File: src/rtl/seg7_pkg.sv
// Shared constants for the 7-segment readback path: segment patterns (active-low,
// bit6=a .. bit0=g), recovered digit codes and scan FSM state encoding.
package seg7_pkg;

  localparam logic [6:0] SEG_0     = 7'b0000001;
  localparam logic [6:0] SEG_1     = 7'b1001111;
  localparam logic [6:0] SEG_2     = 7'b0010010;
  localparam logic [6:0] SEG_3     = 7'b0000110;
  localparam logic [6:0] SEG_4     = 7'b1001100;
  localparam logic [6:0] SEG_5     = 7'b0100100;
  localparam logic [6:0] SEG_6     = 7'b0100000;
  localparam logic [6:0] SEG_7     = 7'b0001111;
  localparam logic [6:0] SEG_8     = 7'b0000000;
  localparam logic [6:0] SEG_9     = 7'b0000100;
  localparam logic [6:0] SEG_DASH  = 7'b1111110;
  localparam logic [6:0] SEG_BLANK = 7'b1111111;

  localparam logic [3:0] CODE_DASH    = 4'hA;
  localparam logic [3:0] CODE_BLANK   = 4'hB;
  localparam logic [3:0] CODE_INVALID = 4'hF;

  typedef logic [1:0] state_t;
  localparam state_t ST_WAIT  = 2'd0;
  localparam state_t ST_COUNT = 2'd1;
  localparam state_t ST_HOLD  = 2'd2;

endpackage

File: src/rtl/seg7_pattern_decode.sv
// Combinational inverse of the BCD-to-segment encoder; unknown patterns map to
// CODE_INVALID so a lit-but-wrong segment is visible to readback logic.
module seg7_pattern_decode
  import seg7_pkg::*;
(
  input  logic [6:0] seg,
  output logic [3:0] code
);

  always_comb begin
    code = CODE_INVALID;
    case (seg)
      SEG_0:     code = 4'd0;
      SEG_1:     code = 4'd1;
      SEG_2:     code = 4'd2;
      SEG_3:     code = 4'd3;
      SEG_4:     code = 4'd4;
      SEG_5:     code = 4'd5;
      SEG_6:     code = 4'd6;
      SEG_7:     code = 4'd7;
      SEG_8:     code = 4'd8;
      SEG_9:     code = 4'd9;
      SEG_DASH:  code = CODE_DASH;
      SEG_BLANK: code = CODE_BLANK;
      default:   code = CODE_INVALID;
    endcase
  end

endmodule

File: src/rtl/seg7_scan_decoder.sv
// Recovers per-digit codes from a multiplexed 7-segment bus; a digit is committed
// once its anode/cathode pair has been sampled STABLE_CYCLES times in a row.
module seg7_scan_decoder
  import seg7_pkg::*;
#(
  parameter int N_DIGITS      = 8,
  parameter int STABLE_CYCLES = 4,
  parameter int CW            = $clog2(STABLE_CYCLES + 1)
) (
  input  logic                  clk,
  input  logic                  rst_n,
  input  logic [N_DIGITS-1:0]   an,
  input  logic [6:0]            seg,
  output logic [4*N_DIGITS-1:0] digits,
  output logic [N_DIGITS-1:0]   digit_valid,
  output logic                  frame_done,
  output logic                  anode_err
);

  localparam int IW = $clog2(N_DIGITS);

  logic [N_DIGITS-1:0]   an_q;
  logic [6:0]            seg_q;
  state_t                state;
  logic [CW-1:0]         cnt;
  logic [N_DIGITS-1:0]   seen;
  logic [4*N_DIGITS-1:0] digits_q;
  logic [N_DIGITS-1:0]   valid_q;
  logic                  frame_q;
  logic                  err_q;

  logic [3:0]            code;
  logic                  change;
  logic                  commit;
  logic [N_DIGITS-1:0]   sel;
  logic                  sel_one;
  logic                  sel_multi;
  logic [IW-1:0]         sel_idx;

  seg7_pattern_decode u_decode (
    .seg  (seg),
    .code (code)
  );

  assign change = (an != an_q) || (seg != seg_q);
  // The commit edge is the one that takes the STABLE_CYCLES-th identical sample.
  assign commit = !change && (state == ST_COUNT) && (cnt == CW'(STABLE_CYCLES - 1));

  assign sel       = ~an;
  assign sel_one   = (sel != '0) && ((sel & (sel - 1'b1)) == '0);
  assign sel_multi = (sel != '0) && !sel_one;

  always_comb begin
    sel_idx = '0;
    for (int i = 0; i < N_DIGITS; i++) begin
      if (sel[i]) sel_idx = IW'(i);
    end
  end

  always_ff @(posedge clk or negedge rst_n) begin
    if (!rst_n) begin
      an_q     <= '1;
      seg_q    <= '1;
      state    <= ST_WAIT;
      cnt      <= '0;
      seen     <= '0;
      digits_q <= {N_DIGITS{CODE_BLANK}};
      valid_q  <= '0;
      frame_q  <= 1'b0;
      err_q    <= 1'b0;
    end else begin
      an_q    <= an;
      seg_q   <= seg;
      frame_q <= 1'b0;
      err_q   <= 1'b0;
      if (change) begin
        state <= ST_COUNT;
        cnt   <= CW'(1);
      end else if (commit) begin
        state <= ST_HOLD;
        cnt   <= CW'(STABLE_CYCLES);
        if (sel_multi) begin
          err_q <= 1'b1;
        end else if (sel_one) begin
          digits_q[4*sel_idx +: 4] <= code;
          valid_q[sel_idx]         <= 1'b1;
          // The digit that completes a frame does not count toward the next one.
          if ((seen | sel) == '1) begin
            frame_q <= 1'b1;
            seen    <= '0;
          end else begin
            seen[sel_idx] <= 1'b1;
          end
        end
      end else if (state == ST_COUNT) begin
        cnt <= cnt + 1'b1;
      end
    end
  end

  assign digits      = digits_q;
  assign digit_valid = valid_q;
  assign frame_done  = frame_q;
  assign anode_err   = err_q;

endmodule
File: config.mk
export PLATFORM = sky130hd
export DESIGN_NAME = seg7_scan_decoder
export DESIGN_NICKNAME = d
export VERILOG_FILES = /design/src/rtl/seg7_pkg.sv /design/src/rtl/seg7_pattern_decode.sv /design/src/rtl/seg7_scan_decoder.sv
export SDC_FILE = /design/constraint.sdc
export NUM_CORES = 1
export LEC_CHECK = 0
export CAP_MARGIN = 10
export CORE_ASPECT_RATIO = 1.4
export CORE_MARGIN = 2
export CORE_UTILIZATION = 57
export DETAILED_ROUTE_END_ITERATION = 10
export GPL_ROUTABILITY_DRIVEN = 0
export PLACE_DENSITY = 0.85
export SETUP_SLACK_MARGIN = 0.05
export SYNTH_ARGS = -nofsm -noshare
export SYNTH_HDL_FRONTEND = slang
export SYNTH_SLANG_ARGS = --single-unit
File: constraint.sdc
create_clock -name clk -period 3.6 [get_ports clk]
set_input_delay 0.54 -clock clk [delete_from_list [all_inputs] [get_ports clk]]
set_output_delay 0.54 -clock clk [all_outputs]
set_load 0.05 [all_outputs]
# --- After elaboration in Yosys (flattened, before gate mapping) ---
# Cells that the tools add are included.
totals:
  ff_bits: 70
  out_inout_bits: 42
  wordCells: 78
  rom_bits: 0
  latchBits: 0
  mem_bits_rw: 0
  mem_count: 0
op_classes:
  n_addsub: 3
  n_reduce_logical: 14
  mul: 0
  n_shift: 2
  n_mux: 25
  magnitude_cmp: 2
  div_mod_pow: 0
  bitwise: 7
  n_eq_ne: 16
op_table:
  columns: ["op", "n"]
  rows:
  - ["$pmux 4 s12", 1]
  - ["$neg 5->34", 1]
  - ["$shift 4x34->32 const A", 1]
  - ["$shiftx 4x34->32", 1]
  - ["$bwmux 32", 1]
  - ["$eq 7x7->1 const B", 4]
  - ["$mux 3", 8]
  - ["$or 8x8->8", 3]
  - ["$eq 7x3->1 const B", 2]
  - ["$eq 7x6->1 const B", 2]
  - ["$mux 1", 10]
  - ["$and 8x8->8", 1]
  - ["$eq 8x8->1 const B", 1]
  - ["$logic_not 8->1", 1]
  - ["$mux 8", 1]
  - ["$ne 8x8->1", 1]
  - ["$not 8->8", 1]
  - ["$reduce_bool 8->1", 1]
  - ["$sub 8x1->8 const B", 1]
  - ["$eq 7x1->1 const B", 1]
  - ["$eq 7x4->1 const B", 1]
  - ["$eq 7x5->1 const B", 1]
  - ["$logic_not 7->1", 1]
  - ["$ne 7x7->1", 1]
  - ["14 further kinds", 22]

# --- Logic depth before layout (Yosys ltp) ---
# Gate-level depths: netlist of run 1.
logic_depth:
  ltp_word: 14
  ltp_mapped: 12
  depth_no_buf: 9

# --- Hierarchy ---
# A second synthesis of run 1 with hierarchy kept.
unflattened:
  cells_unflattened: 330
  hier_area_um2: 3738.6
modules_own_cells:
  columns: ["mod", "instances", "seq_area_each_um2", "area_per_inst_um2", "cells_per_inst"]
  rows:
  - ["seg7_scan_decoder", 1, 1800.5, 3452.1, 285]
  - ["seg7_pattern_decode", 1, 0.0, 286.5, 45]

# --- Worst setup path before layout of run 1 ---
# Ideal clock, no wire load.
synth_path:
  kind: "in2reg"
  start: "in an[1]"
  end: "reg digits_q[26] (netlist: digits[26])"
  path_slack_ns: 0.574
  t_required_ns: 3.472
  path_buffers: 3
  setup_ns: 0.128
  t_arrival_ns: 2.898
  cell_stages: 11
  path_cell_list: "buf_4 -> nor2b_1 -> o21ai_0 -> a31o_2 -> buf_2 -> ha_1 -> ha_1 -> nand2b_1 -> or4_1 -> buf_2 -> mux2_1"
synth_via:
  elab_chain_cells: 11
  elab_cells_between_ends: 27
  cone_classes: "add/sub: 2; eq/ne: 1; shift: 2; mux: 8; bitwise: 4; reduce/logical: 10"
synth_rtl:
  columns: ["item", "line_no", "text"]
  rows:
  - ["start: declaration", "seg7_scan_decoder.sv:12", "input logic [N_DIGITS-1:0] an,"]
  - ["$not 8->8", "seg7_scan_decoder.sv:49", "assign sel = ~an;"]
  - ["$mux 1", "seg7_scan_decoder.sv:56", "if (sel[i]) sel_idx = IW'(i);"]
  - ["$mux 2", "seg7_scan_decoder.sv:56", null]
  - ["$mux 3 (5 in series)", "seg7_scan_decoder.sv:56", null]
  - ["$neg 5->34", "seg7_scan_decoder.sv:85", "digits_q[4*sel_idx +: 4] <= code;"]
  - ["$shiftx 4x34->32 / $shift 4x34->32 (equally long branches)", "seg7_scan_decoder.sv:85", null]
  - ["$bwmux 32", "seg7_scan_decoder.sv:85", null]
  - ["end signal: assignment", "seg7_scan_decoder.sv:67", "digits_q <= {N_DIGITS{CODE_BLANK}};"]
  - ["end signal: indexed assignment", "seg7_scan_decoder.sv:85", null]
  - ["end: declaration", "seg7_scan_decoder.sv:27", "logic [4*N_DIGITS-1:0] digits_q;"]
# Several ways; a longest one is shown, not always the timed one.
# A chain may end at the register's enable or synchronous reset.

# --- Worst setup path in the final report of run 1 ---
layout_path:
  start: "in an[3]"
  end: "reg digits_q[26] (netlist: digits[26])"
layout_via:
  elab_chain_cells: 9
  elab_cells_between_ends: 25
  cone_classes: "add/sub: 2; eq/ne: 1; shift: 2; mux: 6; bitwise: 4; reduce/logical: 10"
layout_rtl:
  columns: ["item", "line_no"]
  rows:
  - ["$not 8->8", "seg7_scan_decoder.sv:49"]
  - ["$mux 3 / $sub 8x1->8 (equally long branches)", "seg7_scan_decoder.sv:56, seg7_scan_decoder.sv:50"]
  - ["$mux 3 / $and 8x8->8 (equally long branches)", "seg7_scan_decoder.sv:56, seg7_scan_decoder.sv:50"]
  - ["$mux 3 / $logic_not 8->1 (equally long branches)", "seg7_scan_decoder.sv:56, seg7_scan_decoder.sv:50"]
  - ["$mux 3 / $logic_and 1x1->1 (equally long branches)", "seg7_scan_decoder.sv:56, seg7_scan_decoder.sv:50"]
  - ["$mux 3 / $logic_not 1->1 (equally long branches)", "seg7_scan_decoder.sv:56, seg7_scan_decoder.sv:51"]
  - ["$neg 5->34 / $logic_and 1x1->1 (equally long branches)", "seg7_scan_decoder.sv:85, seg7_scan_decoder.sv:51"]
  - ["$shiftx 4x34->32, or another cell as far along", "seg7_scan_decoder.sv:85"]
  - ["$bwmux 32 / $reduce_and 4->1 (equally long branches)", null]
# Several ways; a longest one is shown, not always the timed one.

==> results of run 1 <==
-- cell usage in the layout (no fill, tap or decap), types with 2 or more instances in the layout --
master / instances
o21a_1: 8
a221o_1: 2
nor3b_1: 2
o22ai_1: 3
clkbuf_8: 11
clkdlybuf4s50_1: 57
nor2_1: 21
mux2i_1: 5
a31oi_1: 3
dfrtp_1: 31
nor4_1: 3
xnor2_1: 13
a21o_1: 2
nand3b_1: 2
nand4_1: 6
nor2b_1: 4
ha_1: 5
or4_1: 5
a21oi_1: 6
nor3_1: 9
nand3_1: 5
inv_1: 16
dfstp_2: 39
o21ai_1: 2
nand2_1: 13
buf_4: 16
o21ai_0: 7
or2_2: 8
mux2_2: 20
o211ai_1: 2
mux2_1: 8
bufinv_16: 2
nor4_4: 4
nand2b_1: 3
xor2_1: 4
-- state kept, by name, indices dropped and copies added, names as in the netlist --
register     cells
anode_err        1
frame_done       1
cnt              3
an_q             8
seg_q            7
digit_valid      8
state            2
seen             8
digits          32
-- synthesized netlist by cell type, types with 3 or more instances --
cell / instances
nand3_1: 5
mux2i_1: 5
dfrtp_1: 31
nor2b_1: 4
a31oi_1: 3
a21oi_1: 6
nand4_1: 6
mux2_2: 20
inv_1: 16
nor3_1: 9
nor4_1: 3
or2_2: 8
nand2_1: 13
or4_1: 5
buf_2: 6
dfstp_2: 39
xnor2_1: 13
o22ai_1: 3
ha_1: 5
clkbuf_1: 7
o21a_1: 8
buf_4: 5
nand2b_1: 3
xor2_1: 4
nor4_4: 4
mux2_1: 8
o21ai_0: 7
nor2_1: 21
-- critical path, stage by stage --
cell and delay, ns:
clkdlybuf4s50_1 0.64, nand2_1 0.22, a31oi_1 0.31, ha_1 0.22, ha_1 0.26, nand2b_1 0.21, or4_1 0.60, mux2_1 0.35
-- routing by layer --
metal	part of all wire	wire (µm)	vias up	global-route usage
li1	-	-	1195	-
met1	0.41	2980	1241	0.292
met2	0.53	3860	65	0.421
met3	0.047	344	12	0.0628
met4	0.020	148	0	0.0978
met5	0	0	-	0
-- power groups by stage --
stage | clock network (µW) | logic [µW] | registers, µW
2_1_floorplan | 0 | 82.5 | 820
3_3_place_gp | 0 | 138 | 820
3_5_place_dp | 0 | 143 | 820
4_1_cts | 730 | 144 | 807
5_1_grt | 768 | 160 | 808
6_report | 719 | 143 | 807
-- through the flow --
stage / hold WS [ns] / power [µW] / std cells / util / setup slack (ns)
floorplan: 0.244 / 902 / 302 / - / 0.574
global placement: 0.449 / 958 / 427 / 0.707 / 0.278
detailed placement: 0.457 / 963 / 427 / 0.707 / 0.207
CTS: 0.281 / 1680 / 443 / 0.747 / 0.542
global route: 0.329 / 1740 / 443 / 0.747 / 0.353
finish: 0.265 / 1670 / 443 / 0.747 / 0.486
-- cell families (layout without fill, tap and decap cells) --
logic type / after synthesis / in the layout / synth area share
flip-flops: 70 / 70 / 0.519
XOR/XNOR: 17 / 17 / 0.0429
AO/OA/AOI/OAI: 43 / 43 / 0.0862
adder cells (fa/ha/maj): 5 / 5 / 0.0180
multiplexers: 34 / 34 / 0.110
AND/OR/NAND/NOR: 97 / 97 / 0.175
buffers and inverters: 36 / 107 / 0.0487
-- cell type report --
class,count,area (µm²)
Inverter,17,63.8
Fill cell,395,1480
Clock buffer,11,151
Clock inverter,5,81.3
Multi-Input combinational cell,196,1500
Sequential cell,70,1800
Tap cell,70,87.6
Timing Repair Buffer,74,696
-- worst max-delay path by stage --
stage	start	cells after the start	endpoint
floorplan	an[1]	11	digits[26]
detailed placement	an[3]	8	digits[26]
finish	an[3]	8	digits[26]
global route	an[3]	8	digits[26]
CTS	an[3]	8	digits[26]
global placement	an[2]	9	digits[26]
==> metrics, run 1 <==
Final Setup Violations=0; initial antenna violation count=0; row count=33; drt initial violations=202; clk buf depth=2; area delta synth->final=26.3%; Post-synth ARST share=1.00; dominant cells by area after synthesis=dfstp_2, dfrtp_1, mux2_2; H-Tree Depth=3; Final TNS setup=0 ns; Ys Warns=0; Slew Viols, Final=0; internal reg-to-reg setup slack=1.20 ns; prevailing post-synth register cell=dfstp_2; hold_buf cts=0; Placement Cell Area=0.00415 mm²; DRC=0; Die Y=96.3 µm; vias per cell=roughly 5.7; r2r endpoint=digits[26]; global-route usage over all layers=0.243; # IOs=59; Final ANT Viol Nets=0; cts repair resizes=0; drt total wl=about 7300 µm; Comb power frac=0.086; first-pass GRT wire length=~13,000 µm; Max VDD drop=approximately 410 µV; average cell area after synthesis=~11 µm²; Worst-Margin Slew=approximately 0.77 ns; postcts setup bufs=0; Rel. slew slack=0.488; power per cell area=around 380 mW/mm²; Max Clk Rate=0.321 GHz; post-route minimum period=between 3 and 4 ns; core area=between 0.005 and 0.006 mm²; iteration count of the initial detailed-routing pass=4; Clock Sinks=70; CTS clk-pin slew, worst paths=about 0.070 ns; total vias in the final route=about 2,500; Psw=382 µW; Hold Fails Final Rpt=0; Seq pwr share=0.483; Max-Cap Viols=0; internal power=1290 µW; Crit path required time=around 3.8 ns; top-area cell type share of the netlist area=0.295; number of flops mapped to enable cells by yosys=0; largest net degree at the start of global routing=38; worst-path maximum fanout=6; Die X=around 70 µm; Seq cells post-synth=70; clock tree from TritonCTS=built; P_leak=slightly below 0.002 µW; synthesized net count=324; clk root buf=clkbuf_8; Post-layout nets=390; Avg WL per Cell=about 17 µm; vias in the first global route=approximately 2,600; synthesized area=about 0.0035 mm²; worst r2r src=state[0]; Critical Path End Type=flip-flop; Overflow after GRT=0; r2r worst-path depth=6; Setup crit start kind=input port; initial core utilization=0.592; cell area after layout=between 0.004 and 0.005 mm²; part of the Yosys area used for sequential elements=0.519; number of CTS-inserted buffers=9; area leader, netlist=dfstp_2; Die Footprint=around 0.0067 mm²; HPWL Detailed=5400 µm; HP Class=in2async; crit path DAT=about 3.4 ns; clk_skew=just over 0.01 ns; cells after synthesis=302; Antenna diodes=0; status=finished clean; RSZ-0062 raised after global routing=false; clk_lat worst skew=0.35 ns; final worst-path cycle share=0.865; Sw Ratio=0.229; Setup Crit Path Kind=in2reg; I/O Buffers=a little under 60; share of layout cells above drive strength 1=0.303; Clk pwr share=0.431; Synth cell types=between 50 and 60
No activity file was read; power rests on OpenSTA's default activity.
==> run 2: changes to the inputs <==
- CORE_UTILIZATION: 57 -> 59
- CTS_BUF_LIST: default -> sky130_fd_sc_hd__clkbuf_4
- PLACE_DENSITY: 0.85 -> 0.88
==> metrics, run 2 (synthesized netlist as in run 1, its figures left out) <==
initial antenna violation count=0 (unchanged); Max Clk Rate=0.338 GHz (+5.2%); Psw=373 µW (-2.4%); max FFs per register=32 (unchanged); max incr delay on CP=0.61 ns (-0.03 ns); Final Setup Violations=0 (unchanged); Die Footprint=0.00652 mm² (-3.2%); Setup Crit Path Kind=in2reg; Crit path required time=3.94 ns (+0.10 ns); Slew Viols, Final=0 (unchanged); number of CTS-inserted buffers=9 (unchanged); critical path's slowest cell=or4_1; Worst Hold Margin=0.164 ns (-0.102 ns); status=finished clean; final worst-path cycle share=0.823 (-0.0424); postcts setup bufs=0 (unchanged); Worst-Margin Slew=0.754 ns (-0.0132 ns); clk buf depth=2 (unchanged); drt initial violations=171 (-15%); HP Class=in2async; Die X=68.8 µm (-1.6%); drt total wl=7290 µm (-0.55%); DR top layer=met4; area delta synth->final=23.7%; vias per cell=5.76 (+1.5%); clk_lat worst skew=0.45 ns (+0.10 ns); share of layout cells above drive strength 1=0.302 (-0.000810); Post-layout nets=391 (+0.26%); Die Y=94.7 µm (-1.6%); RSZ-0062 raised after global routing=false; initial core utilization=0.600 (+0.00845); power per cell area=338 mW/mm² (-11%); global-route usage over all layers=0.250 (+0.00655); sequential cell area=0.00180 mm² (unchanged); area occupied by multi-input gates=0.00150 mm² (unchanged); most common cell after layout, fill and taps aside=clkdlybuf4s50_1; Rel. slew slack=0.497 (+0.00881); crit path DAT=3.30 ns (-0.05 ns); Final TNS setup=0 ns (unchanged); P_leak=0.00189 µW (-2.1%); Sw Ratio=0.257 (+0.0284); DRC=0 (unchanged); row count=33 (unchanged); clock tree from TritonCTS=built; met2 WL post-DR=3850 µm (-0.23%); Most common cell on crit path=ha_1; H-Tree Depth=3 (unchanged); Max-Cap Viols=0 (unchanged); total vias in the final route=2,556 (+1.7%); CTS clk-pin slew, worst paths=0.12 ns (+0.05 ns); first-pass GRT wire length=11,900 µm (-5.9%); Max VDD drop=245 µV (-41%); hold_buf cts=0 (unchanged); Final ANT Viol Nets=0 (unchanged); Overflow after GRT=0 (unchanged); Seq pwr share=0.557 (+0.074); I/O Buffers=58 (unchanged); # IOs=59 (unchanged); largest net degree at the start of global routing=37 (-2.6%); most frequent cells in the layout=clkdlybuf4s50_1, dfstp_2, dfrtp_1; worst-path maximum fanout=6 (unchanged); Clk pwr share=0.344 (-0.087); internal power=1080 µW (-16%); Hold Fails Final Rpt=0 (unchanged); WL met1=2840 µm (-4.8%); core area=0.00578 mm² (-1.4%); met3 WL=315 µm (-8.4%); fillers=401 (+1.5%); Setup crit start kind=input port; HPWL Detailed=5500 µm (+1.8%); post-route minimum period=2.96 ns (-0.153 ns); vias in the first global route=2,570 (-1.3%); Critical Path End Type=flip-flop; cts repair resizes=0 (unchanged); crit-path cells=clkdlybuf4s50_1 > inv_2 > o21ai_0 > a31o_2 > ha_1 > ha_1 > nand2b_1 > or4_1 > mux2_1; Clock Sinks=70 (unchanged); iteration count of the initial detailed-routing pass=4 (unchanged); clk_skew=0.0167 ns (+0.00667 ns); Antenna diodes=0 (unchanged); Avg WL per Cell=16.4 µm (-0.77%); clk root buf=clkbuf_4; Comb power frac=0.100 (+0.014)
==> run 2: cell types whose count changed in the layout (fill, tap and decap cells not counted), sizes merged <==
cell      change
bufinv        -1
clkbuf        -1
clkinvlp      +1
clkinv        +1
buf           +1
==> run 2: final timing paths <==
| check | start | end | slack, ns | depth (start not counted) |
|---|---|---|---|---|
| min | rst_n | digit_valid[5] | 0.16 | 1 |
| min reg2reg | digit_valid[5] | digit_valid[5] | 0.48 | 1 |
| max in group asynchronous | rst_n | seg_q[1] | 2.49 | 2 |
| max reg2reg | an_q[2] | digits[26] | 1.20 | 7 |
| max | an[3] | digits[26] | 0.64 | 9 |
| min in group clk | digit_valid[5] | digit_valid[5] | 0.48 | 1 |
==> run 2: cell type report <==
cell class                 count  area share
sequential                    70       0.420
multi-input combinational    196       0.349
timing repair buffer          75       0.164
tap                           70      0.0204
clock buffer                  10      0.0175
inverter                      17      0.0149
clock inverter                 6      0.0146
==> run 2: power by group through the flow <==
stage / sequential [µW] / clock (µW) / combinational [µW]
after floorplan: 820 / 0 / 82.5
after global placement: 820 / 0 / 140
after detailed placement: 820 / 0 / 144
after CTS: 807 / 506 / 145
after global routing: 808 / 541 / 161
final: 807 / 498 / 145
==> run 2: layer usage <==
layer | global-route usage | vias to the layer above
met5 | 0 | -
met4 | 0.152 | 0
met3 | 0.0644 | 30
met2 | 0.403 | 80
met1 | 0.291 | 1246
li1 | - | 1200
==> run 2: through the flow <==
| step | total power (µW) | utilization | setup WS, ns | instance area [µm²] | cells |
|---|---|---|---|---|---|
| after floorplan | 902 | - | 0.574 | 3470 | 302 |
| after global placement | 960 | 0.719 | 0.281 | 4150 | 428 |
| after detailed placement | 965 | 0.719 | 0.182 | 4150 | 428 |
| after CTS | 1460 | 0.742 | 0.654 | 4290 | 444 |
| after global routing | 1510 | 0.742 | 0.447 | 4290 | 444 |
| final | 1450 | 0.742 | 0.639 | 4290 | 444 |
==> run 2: worst max-delay path, delay by kind of cell <==
family	cells	cell delay (ns)
and+or+nand+nor	2	0.82
AOI/OAI and AO/OA	2	0.42
buffers and inverters	2	0.68
muxes	1	0.36
adders and majority gates	2	0.50
